<file path="src/rtl/id_checker_pkg.sv">
// id_checker_pkg: definitions shared by the login stages.
// Holds the search FSM state encoding, the ID digit count, the ID/password
// ROM read latency and the default internal slot reported for a guest.
package id_checker_pkg;

  localparam int unsigned ID_DIGITS  = 4;
  localparam int unsigned ROM_WAIT   = 2;
  localparam logic [2:0]  GUEST_SLOT = 3'd7;

  typedef enum logic [3:0] {
    S_DIG1,
    S_DIG2,
    S_DIG3,
    S_DIG4,
    S_CHECK,
    S_CYC1,
    S_CYC2,
    S_CATCH,
    S_EVAL,
    S_COMPARE,
    S_MATCH,
    S_LOCKED,
    S_FAIL
  } state_t;

endpackage

</file>
<file path="src/rtl/id_checker_bcd_digit_shifter.sv">
// bcd_digit_shifter: assembles a 4-digit BCD ID, most significant digit first.
// Ports:
//   clk, rst    - clock, synchronous active-high reset
//   i_capture   - store i_digit at position i_pos this cycle
//   i_pos       - digit position 0..3 (0 = userID[15:12])
//   i_digit     - BCD digit
//   o_value     - assembled ID
//   o_bad       - sticky: some digit of the current ID was greater than 9
module bcd_digit_shifter
  import id_checker_pkg::*;
(
  input  logic        clk,
  input  logic        rst,
  input  logic        i_capture,
  input  logic [1:0]  i_pos,
  input  logic [3:0]  i_digit,
  output logic [15:0] o_value,
  output logic        o_bad
);

  logic [15:0] r_value;
  logic        r_bad;
  logic        w_digit_bad;

  assign w_digit_bad = (i_digit > 4'd9);

  always_ff @(posedge clk) begin
    if (rst) begin
      r_value <= '0;
      r_bad   <= 1'b0;
    end else if (i_capture) begin
      case (i_pos)
        2'd0:    r_value[15:12] <= i_digit;
        2'd1:    r_value[11:8]  <= i_digit;
        2'd2:    r_value[7:4]   <= i_digit;
        default: r_value[3:0]   <= i_digit;
      endcase
      // The first digit restarts the flag, so a new entry forgets an old error.
      r_bad <= (i_pos == 2'd0) ? w_digit_bad : (r_bad | w_digit_bad);
    end
  end

  assign o_value = r_value;
  assign o_bad   = r_bad;

endmodule

</file>
<file path="config.mk">
export PLATFORM = sky130hd
export DESIGN_NAME = bcd_digit_shifter
export DESIGN_NICKNAME = d
export VERILOG_FILES = /design/src/rtl/id_checker_pkg.sv /design/src/rtl/id_checker_bcd_digit_shifter.sv
export SDC_FILE = /design/constraint.sdc
export NUM_CORES = 1
export LEC_CHECK = 0
export ABC_AREA = 1
export BUFFER_PORTS_ARGS = -buffer_cell sky130_fd_sc_hd__buf_2
export CORE_MARGIN = 1
export CORE_UTILIZATION = 40
export CTS_CLUSTER_SIZE = 20
export DETAILED_ROUTE_END_ITERATION = 16
export PLACE_DENSITY = 0.68
export SKIP_LAST_GASP = 1
export SYNTH_ARGS = -nofsm -noshare
export SYNTH_HDL_FRONTEND = slang
export SYNTH_SLANG_ARGS = --single-unit
export TNS_END_PERCENT = 20
</file>
<file path="constraint.sdc">
create_clock -name clk -period 1.1 [get_ports clk]
set_clock_uncertainty 0.15 [all_clocks]
set_input_delay 0.275 -clock clk [delete_from_list [all_inputs] [get_ports clk]]
set_output_delay 0.275 -clock clk [all_outputs]
set_load 0.05 [all_outputs]
</file>
==> flow_metrics.env, run 1 <==
export IMPL_max_stage_delay_ns=0.36
export IMPL_crit_family="flip-flops"
export IMPL_rows=14
export IMPL_ys_seq_area_share_pct=50.9
export IMPL_drive_gt1_share_pct=46.2
export IMPL_firstDrtPassIters=4
export IMPL_yosysMostFrequentCell="nand2_1"
export IMPL_critPathArrivalTime_ns=0.78
export IMPL_ys_flop_type="dfxtp_1"
export IMPL_final_setup_viol_count=17
export IMPL_grt_pass1_vias=608
export IMPL_totalWireLength_um=1480
export IMPL_reg2reg_from="o_value[14]"
export IMPL_critical_path_buf_inv_count=1
export IMPL_drc=0
export IMPL_avgViaCountPerCell=5.15
export IMPL_cts_tree="built"
export IMPL_utilization_pct=66.1
export IMPL_yosys_area_top_type="dfxtp_1"
export IMPL_tightest_slew_ns=0.282
export IMPL_violations="setup timing"
export IMPL_worstSkewPairLatency_ns=0.28
export IMPL_whs_ns=0.130
export IMPL_grt_overflow_total=0
export IMPL_worstPathMaxFanout=2
export IMPL_synth_top_cells_by_count="21 x nand2_1, 17 x a21oi_1, 17 x dfxtp_1"
export IMPL_hold_path_cell_count=3
export IMPL_cts_buffers=3
export IMPL_seqCellArea_um2=362
export IMPL_leakage_nw=0.434
export IMPL_criticalPathCategory="reg2out"
export IMPL_globalRouteTotalUtil_pct=17.4
export IMPL_cp_slowest_cell="dfxtp_2"
export IMPL_reg2reg_depth=3
export IMPL_h_tree_depth=1
export IMPL_cts_max_path_buffers=2
export IMPL_hold_violations=0
export IMPL_cts_sinks=17
export IMPL_io_pin_count=26
export IMPL_max_freq_mhz=830
export IMPL_crit_chain="buf_8"
export IMPL_postSynthCellCount=86
export IMPL_ys_seq_elements=17
export IMPL_synthArstFlopShare_pct=0
export IMPL_status="finished with violations"
export IMPL_worst_ir_drop_vdd_uv=973
export IMPL_dpl_cell_count=130
export IMPL_fillers=140
export IMPL_start_util_pct=43.3
export IMPL_multi_input_area_um2=278
export IMPL_die_w_um=42.9
export IMPL_syn_cell_area_um2=668
export IMPL_finalMaxSlewViolations=0
export IMPL_coreArea_um2=1540
export IMPL_hold_class="in2reg"
export IMPL_ys_warn_count=0
export IMPL_critPathLaunchType="register"
export IMPL_ant_nets=0
export IMPL_period_share_pct=110
export IMPL_r2r_end="o_value[14]"
export IMPL_grt_start_max_net_pins=18
export IMPL_end_kind="output pin"
export IMPL_grt_pass1_wl_um=2440
export IMPL_synth_area_leaders="dfxtp_1 51%, a21oi_1 13%, nand2_1 12%"
export IMPL_hpwl_um=1060
export IMPL_min_from="i_digit[0]"
export IMPL_dieArea_um2=1840
export IMPL_rsz0062_at_grt="yes"
export IMPL_synth_enable_flop_cells=0
export IMPL_fin_ws_ns=-0.105
export IMPL_avgSynthCellArea_um2=7.77
export IMPL_clock_root_buffer="clkbuf_4"
export IMPL_stdcell_count=135
export IMPL_slew_headroom_pct=81.2
export IMPL_die_h_um=42.9
export IMPL_routedWlPerCell_um=11.0
export IMPL_gp_congestion=0.742
export IMPL_synth_nets=95
export IMPL_antenna_found_initial=0
export IMPL_power_density_nw_per_um2=1200
export IMPL_cts_hold_buf=0
export IMPL_fin_nets=129
export IMPL_num_antenna_cells=0
export IMPL_drt_initial_drc_count=8
export IMPL_required_ns=0.67
export IMPL_clk_pin_slew_ns=0.09
export IMPL_yosys_cell_types_count=10
export IMPL_syn_to_final_growth_pct=52.4
export IMPL_yosys_area_top_type_share_pct=50.9
export IMPL_vias=695
export IMPL_drv_cap=0
export IMPL_finalCriticalPeriod_ns=1.20
export IMPL_r2r_slack_ns=0.27
export IMPL_hold_path_end="o_value[0]"
export IMPL_io_buffers=25
export IMPL_fin_setup_tns_ns=-1.67
==> repair_timing <==
| action | CTS | global route |
|---|---|---|
| setup endpoints to repair | 17 | 17 |
| buffers inserted | 0 | 1 |
| resized for setup | 51 | 2 |
| endpoints found under the hold margin | 0 | 0 |
==> worst register-to-register path: stages (launching register included) <==
cell	delay, ns
dfxtp_2	0.34
buf_4	0.12
nand2_1	0.05
a21oi_1	0.05
==> metal layers <==
| layer | global-route usage [%] | up-vias | part of all wire (%) |
|---|---|---|---|
| li1 | - | 361 | - |
| met5 | 0 | - | 0 |
| met3 | 2.98 | 2 | 6.7 |
| met4 | 9.38 | 0 | 0.67 |
| met2 | 26.4 | 25 | 46 |
| met1 | 23.3 | 307 | 47 |
==> area by class of cell <==
cell class | count | share of cell area, %
inverters | 5 | 1.84
repair buffers | 35 | 30.8
multi-input cells | 58 | 27.3
clock buffers | 4 | 2.58
well taps | 16 | 1.97
flip-flops and latches | 17 | 35.5
==> how the worst max path moves through the flow <==
stage,start,end,depth (start not counted)
floorplan,o_value[0],o_value[0],2
global placement,i_pos[1],o_value[4],5
detailed placement,i_pos[1],o_value[0],5
CTS,o_value[9],o_value[9],1
global route,o_value[8],o_value[8],1
finish,o_value[8],o_value[8],1
==> layout by cell type, fill, tap and decap left out <==
cell type and instances:
clkbuf_4 3, a21oi_1 17, nand4_1 12, nand2_1 21
clkbuf_1 1, buf_8 2, dfxtp_2 17, inv_1 5
buf_2 8, buf_4 10, buf_6 15, nor2_1 1
nand3_1 7
==> per-stage QoR <==
stage / instance area, µm² / worst slack (ns) / total power, mW
5_1_grt: 1020 / -0.143 / 1.28
3_5_place_dp: 850 / -0.0214 / 0.881
2_1_floorplan: 668 / 0.0497 / 0.807
4_1_cts: 1000 / -0.118 / 1.24
3_3_place_gp: 850 / -0.00681 / 0.878
6_report: 1020 / -0.105 / 1.22
==> state kept, by name, summed over array words and instances (netlist names) <==
name	flops
o_bad	1
o_value	16
==> logic make-up (layout without fill, tap and decap cells) <==
kind of cell	after synthesis	after routing	share of synthesized area [%]
buf+inv	11	44	7.49
flops	17	17	50.9
simple gates	41	41	28.8
compound gates	17	17	12.7
==> power breakdown <==
part | switching, mW | leakage, nW | internal, mW | total [mW]
sequential | 0.0142 | 0.146 | 0.641 | 0.655
combinational | 0.156 | 0.273 | 0.0946 | 0.250
clock | 0.177 | 0.0150 | 0.141 | 0.318
total | 0.347 | 0.434 | 0.876 | 1.22
No activity file was read; power rests on OpenSTA's default activity.
==> run 2: changes to the inputs <==
--- a/config.mk
+++ b/config.mk
@@ -9,6 +9,7 @@
 export BUFFER_PORTS_ARGS = -buffer_cell sky130_fd_sc_hd__buf_2
 export CORE_MARGIN = 1
 export CORE_UTILIZATION = 40
+export CTS_BUF_LIST = sky130_fd_sc_hd__clkbuf_16
 export CTS_CLUSTER_SIZE = 20
 export DETAILED_ROUTE_END_ITERATION = 16
 export PLACE_DENSITY = 0.68
==> flow_metrics.env, run 2 (synthesis gave the netlist of run 1 again) <==
export IMPL_wl_met1_um=753
export IMPL_drc=0
export IMPL_required_ns=0.67
export IMPL_clk_pin_slew_ns=0.05
export IMPL_critPathArrivalTime_ns=0.73
export IMPL_critPathLaunchType="register"
export IMPL_io_buffers=25
export IMPL_slew_headroom_pct=81.4
export IMPL_status="finished with violations"
export IMPL_grt_pass1_vias=622
export IMPL_finalCriticalPeriod_ns=1.16
export IMPL_top_layer_used="met4"
export IMPL_period_share_pct=105
export IMPL_worstPathMaxFanout=2
export IMPL_violations="setup timing"
export IMPL_cts_hold_buf=0
export IMPL_end_kind="output pin"
export IMPL_critical_path_buf_inv_count=1
export IMPL_fin_ws_ns=-0.0556
export IMPL_max_stage_delay_ns=0.33
export IMPL_layout_commonest_cell="nand2_1"
export IMPL_mostFrequentLayoutCells="21 x nand2_1, 17 x a21oi_1, 17 x dfxtp_2"
export IMPL_grt_start_max_net_pins=18
export IMPL_grt_overflow_total=0
export IMPL_hpwl_um=1060
export IMPL_drt_initial_drc_count=13
export IMPL_stdcell_count=135
export IMPL_drive_gt1_share_pct=46.2
export IMPL_routedWlPerCell_um=11.4
export IMPL_hold_class="in2reg"
export IMPL_hold_violations=0
export IMPL_coreArea_um2=1540
export IMPL_total_power_mw=1.61
export IMPL_cts_sinks=17
export IMPL_cts_buffers=3
export IMPL_grt_pass1_wl_um=2500
export IMPL_io_pin_count=26
export IMPL_cp_slowest_cell="dfxtp_2"
export IMPL_totalWireLength_um=1540
export IMPL_power_density_nw_per_um2=1500
export IMPL_avgViaCountPerCell=5.33
export IMPL_met3WireLength_um=78
export IMPL_dpl_cell_count=130
export IMPL_crit_chain="buf_6"
export IMPL_globalRouteTotalUtil_pct=17.8
export IMPL_finalMaxSlewViolations=0
export IMPL_tightest_slew_ns=0.279
export IMPL_clock_root_buffer="clkbuf_16"
export IMPL_worstSkewPairLatency_ns=0.25
export IMPL_antenna_found_initial=0
export IMPL_die_h_um=42.9
export IMPL_dieArea_um2=1840
export IMPL_max_freq_mhz=865
export IMPL_ant_nets=0
export IMPL_h_tree_depth=1
export IMPL_largest_register_ffs=16
export IMPL_leakage_nw=0.462
export IMPL_start_util_pct=43.3
export IMPL_cts_tree="built"
export IMPL_vias=719
export IMPL_final_setup_viol_count=17
export IMPL_criticalPathCategory="reg2out"
export IMPL_wl_met2_um=683
export IMPL_num_antenna_cells=0
export IMPL_fin_nets=129
export IMPL_syn_to_final_growth_pct=60.9
export IMPL_cts_max_path_buffers=2
export IMPL_worst_ir_drop_vdd_uv=1190
export IMPL_firstDrtPassIters=4
export IMPL_die_w_um=42.9
export IMPL_rsz0062_at_grt="yes"
export IMPL_gp_congestion=0.742
export IMPL_drv_cap=0
export IMPL_crit_family="flip-flops"
export IMPL_rows=14
## run 2: repair_timing
item                                    CTS  global route
gates cloned                              0             0
gates resized for setup                  51             3
setup buffers                             0             1
hold endpoints to repair                  0             0
endpoints found under the setup margin   17            17
## run 2: stage by stage
stage	hold WS (ns)	worst slack [ns]	TNS [ns]	cell area (µm²)	utilization (%)
after floorplan	0.275	0.0497	0	668	-
after global placement	0.297	-0.00681	-0.0212	850	55.1
after detailed placement	0.301	-0.0214	-0.114	850	55.1
after CTS	0.176	-0.0581	-0.902	1060	68.5
after global routing	0.195	-0.0795	-1.12	1070	69.7
final	0.174	-0.0556	-0.841	1070	69.7
## run 2: cell type report
| class | instances | area, µm² |
|---|---|---|
| inverter | 5 | 18.8 |
| clock inverter | 1 | 3.75 |
| fill | 129 | 467 |
| clock buffer | 3 | 75.1 |
| sequential | 17 | 362 |
| tap | 16 | 20.0 |
| timing repair buffer | 35 | 318 |
| multi-input combinational | 58 | 278 |
## run 2: final timing paths
kind	start	endpoint	slack [ns]	depth (start not counted)
max	o_value[9]	o_value[9]	-0.06	1
min	i_digit[0]	o_value[0]	0.17	3
max reg2reg	o_value[14]	o_value[14]	0.28	3
min reg2reg	o_value[15]	o_value[15]	0.31	2
## run 2: layer usage
layer,up-vias,GRT usage (%)
met5,-,0
met4,0,7.50
met3,3,4.26
met2,27,27.0
met1,326,24.1
li1,363,-
## run 2: worst min-delay path, cell delays in order
cell	delay (ns)
buf_2	0.13
nand4_1	0.07
a21oi_1	0.05
## run 2: where the power goes
part / internal, mW / switching, mW
Combinational: 0.0955 / 0.157
Sequential: 0.643 / 0.0146
Clock: 0.482 / 0.224
Total: 1.22 / 0.395
==> run 3: changes to the inputs <==
--- a/config.mk
+++ b/config.mk
@@ -5,14 +5,13 @@
 export SDC_FILE = /design/constraint.sdc
 export NUM_CORES = 1
 export LEC_CHECK = 0
-export ABC_AREA = 1
 export BUFFER_PORTS_ARGS = -buffer_cell sky130_fd_sc_hd__buf_2
 export CORE_MARGIN = 1
 export CORE_UTILIZATION = 40
 export CTS_BUF_LIST = sky130_fd_sc_hd__clkbuf_16
 export CTS_CLUSTER_SIZE = 20
 export DETAILED_ROUTE_END_ITERATION = 16
-export PLACE_DENSITY = 0.68
+export PLACE_DENSITY = 0.67
 export SKIP_LAST_GASP = 1
 export SYNTH_ARGS = -nofsm -noshare
 export SYNTH_HDL_FRONTEND = slang
==> flow_metrics.env, run 3 <==
export IMPL_status="finished with violations"
export IMPL_violations="DRC, setup timing"
export IMPL_ant_nets=0
export IMPL_finalMaxSlewViolations=0
export IMPL_tightest_slew_ns=0.284
export IMPL_yosys_area_top_type="dfxtp_1"
export IMPL_antenna_found_initial=0
export IMPL_grt_pass1_vias=613
export IMPL_critical_path_buf_inv_count=1
export IMPL_synth_area_leaders="dfxtp_1 49%, mux2i_1 23%, nand2b_1 18%"
export IMPL_p_int_mw=1.24
export IMPL_fillers=120
export IMPL_power_density_nw_per_um2=1470
export IMPL_io_pin_count=26
export IMPL_cts_sinks=17
export IMPL_r2r_slack_ns=0.29
export IMPL_total_power_mw=1.62
export IMPL_rows=14
export IMPL_worst_ir_drop_vdd_uv=1110
export IMPL_clock_root_buffer="clkbuf_16"
export IMPL_cp_slowest_cell="dfxtp_2"
export IMPL_critPathArrivalTime_ns=0.74
export IMPL_mostFrequentLayoutCells="20 x nand2b_1, 17 x dfxtp_2, 16 x mux2i_1"
export IMPL_drt_initial_drc_count=8
export IMPL_synth_top_cells_by_count="20 x nand2b_1, 17 x dfxtp_1, 16 x mux2i_1"
export IMPL_leakage_nw=0.526
export IMPL_num_antenna_cells=0
export IMPL_end_kind="output pin"
export IMPL_slew_headroom_pct=81.0
export IMPL_syn_cell_area_um2=694
export IMPL_drive_gt1_share_pct=54.7
export IMPL_crit_family="flip-flops"
export IMPL_pwr_share_seq_pct=40.9
export IMPL_worstSkewPairLatency_ns=0.24
export IMPL_synth_nets=73
export IMPL_crit_cells=1
export IMPL_postSynthCellCount=64
export IMPL_worstPathMaxFanout=2
export IMPL_avgSynthCellArea_um2=10.9
export IMPL_routedWlPerCell_um=13.9
export IMPL_fin_ws_ns=-0.0621
export IMPL_reg2reg_from="o_bad"
export IMPL_avgViaCountPerCell=5.18
export IMPL_cts_max_path_buffers=2
export IMPL_cp_endpoint="o_value[10]"
export IMPL_ys_flop_type="dfxtp_1"
export IMPL_post_cts_buffers=0
export IMPL_p_sw_mw=0.377
export IMPL_grt_start_max_net_pins=12
export IMPL_synthArstFlopShare_pct=0
export IMPL_final_setup_viol_count=18
export IMPL_coreArea_um2=1560
export IMPL_cts_buffers=3
export IMPL_h_tree_depth=1
export IMPL_globalRouteTotalUtil_pct=19.3
export IMPL_grt_pass1_wl_um=2650
export IMPL_largest_register_ffs=16
export IMPL_start_util_pct=44.5
export IMPL_yosys_area_top_type_share_pct=49.0
export IMPL_critPathLaunchType="register"
export IMPL_hold_violations=0
export IMPL_placed_area_um2=881
export IMPL_die_h_um=43.7
export IMPL_fin_setup_tns_ns=-0.871
export IMPL_layout_commonest_cell="nand2b_1"
export IMPL_yosysMostFrequentCell="nand2b_1"
export IMPL_ys_seq_elements=17
export IMPL_required_ns=0.67
export IMPL_fin_nets=105
export IMPL_hold_class="in2reg"
export IMPL_period_share_pct=106
export IMPL_ys_seq_area_share_pct=49.0
export IMPL_criticalPathCategory="reg2out"
export IMPL_crit_chain="buf_8"
export IMPL_pwr_share_clk_pct=43.6
export IMPL_syn_to_final_growth_pct=58.9
export IMPL_drc=1
export IMPL_crit_path_start="o_value[10]"
export IMPL_reg2reg_depth=2
export IMPL_firstDrtPassIters=10
export IMPL_cts_tree="built"
export IMPL_power_switching_share_pct=23.3
export IMPL_yosys_cell_types_count=11
export IMPL_utilization_pct=70.8
export IMPL_totalWireLength_um=1540
export IMPL_rsz0062_at_grt="yes"
export IMPL_r2r_end="o_bad"
export IMPL_drv_cap=0
export IMPL_ys_warn_count=0
export IMPL_vias=575
export IMPL_gp_congestion=0.658
export IMPL_finalCriticalPeriod_ns=1.16
export IMPL_whs_ns=0.163
export IMPL_max_stage_delay_ns=0.34
export IMPL_grt_overflow_total=0
export IMPL_die_w_um=43.7
export IMPL_synth_enable_flop_cells=0
export IMPL_max_freq_mhz=861
export IMPL_design_area_um2=1100
export IMPL_hpwl_um=1080
export IMPL_dieArea_um2=1910
export IMPL_io_buffers=25
export IMPL_p_comb_share_pct=15.5
export IMPL_clk_pin_slew_ns=0.05
[run 3: power by group through the flow]
stage	sequential, mW	combinational [mW]	clock, mW
global route	0.664	0.266	0.746
CTS	0.661	0.248	0.723
global placement	0.663	0.216	0
finish	0.662	0.251	0.705
floorplan	0.743	0.0669	0
detailed placement	0.663	0.219	0
[run 3: cells by family (layout without fill, tap and decap cells)]
group	after synthesis	after routing	synth area share, %
AOI/OAI and AO/OA	2	2	2.34
buffers and inverters	4	35	2.34
DFF	17	17	49.0
muxes	16	16	23.1
and+or+nand+nor	25	25	23.2
[run 3: how the worst min path moves through the flow]
stage / startpoint / endpoint / slack [ns] / cells past startpoint
floorplan: i_digit[3] / o_bad / 0.29 / 2
global placement: o_value[3] / o_value[3] / 0.31 / 2
detailed placement: o_value[4] / o_value[4] / 0.31 / 2
CTS: i_digit[3] / o_bad / 0.17 / 3
global route: i_digit[3] / o_bad / 0.23 / 3
finish: i_digit[3] / o_bad / 0.16 / 3
[run 3: final cells by class]
cell class | count | area [µm²] | share of cell area (%)
Clock buffer | 3 | 75.1 | 6.80
Clock inverter | 1 | 5.00 | 0.454
Multi-Input combinational cell | 43 | 338 | 30.6
Sequential cell | 17 | 362 | 32.8
Tap cell | 16 | 20.0 | 1.81
Timing Repair Buffer | 31 | 304 | 27.6
[run 3: routing by layer]
layer  up-vias  track usage (%)  wire length [µm]
li1        278                -                 -
met1       279             24.0               671
met2        16             31.0               794
met3         2             5.00                69
met4         0             9.38                 8
met5         -                0                 0
[run 3: per-stage QoR]
step | worst slack (ns) | instances
after floorplan | -0.0618 | 64
after global placement | -0.213 | 107
after detailed placement | -0.244 | 107
after CTS | -0.0647 | 111
after global routing | -0.0785 | 111
final | -0.0621 | 111
[run 3: timing repair]
action / 4_1_cts / 5_1_grt
hold buffers: 0 / 0
gates resized for setup: 52 / 3
hold endpoints to repair: 0 / 0
endpoints found under the setup margin: 17 / 22
[run 3: worst register-to-register path, stage by stage (launching register included)]
cell       delay [ns]
dfxtp_2          0.32
nor2b_1          0.12
o2bb2ai_1        0.11
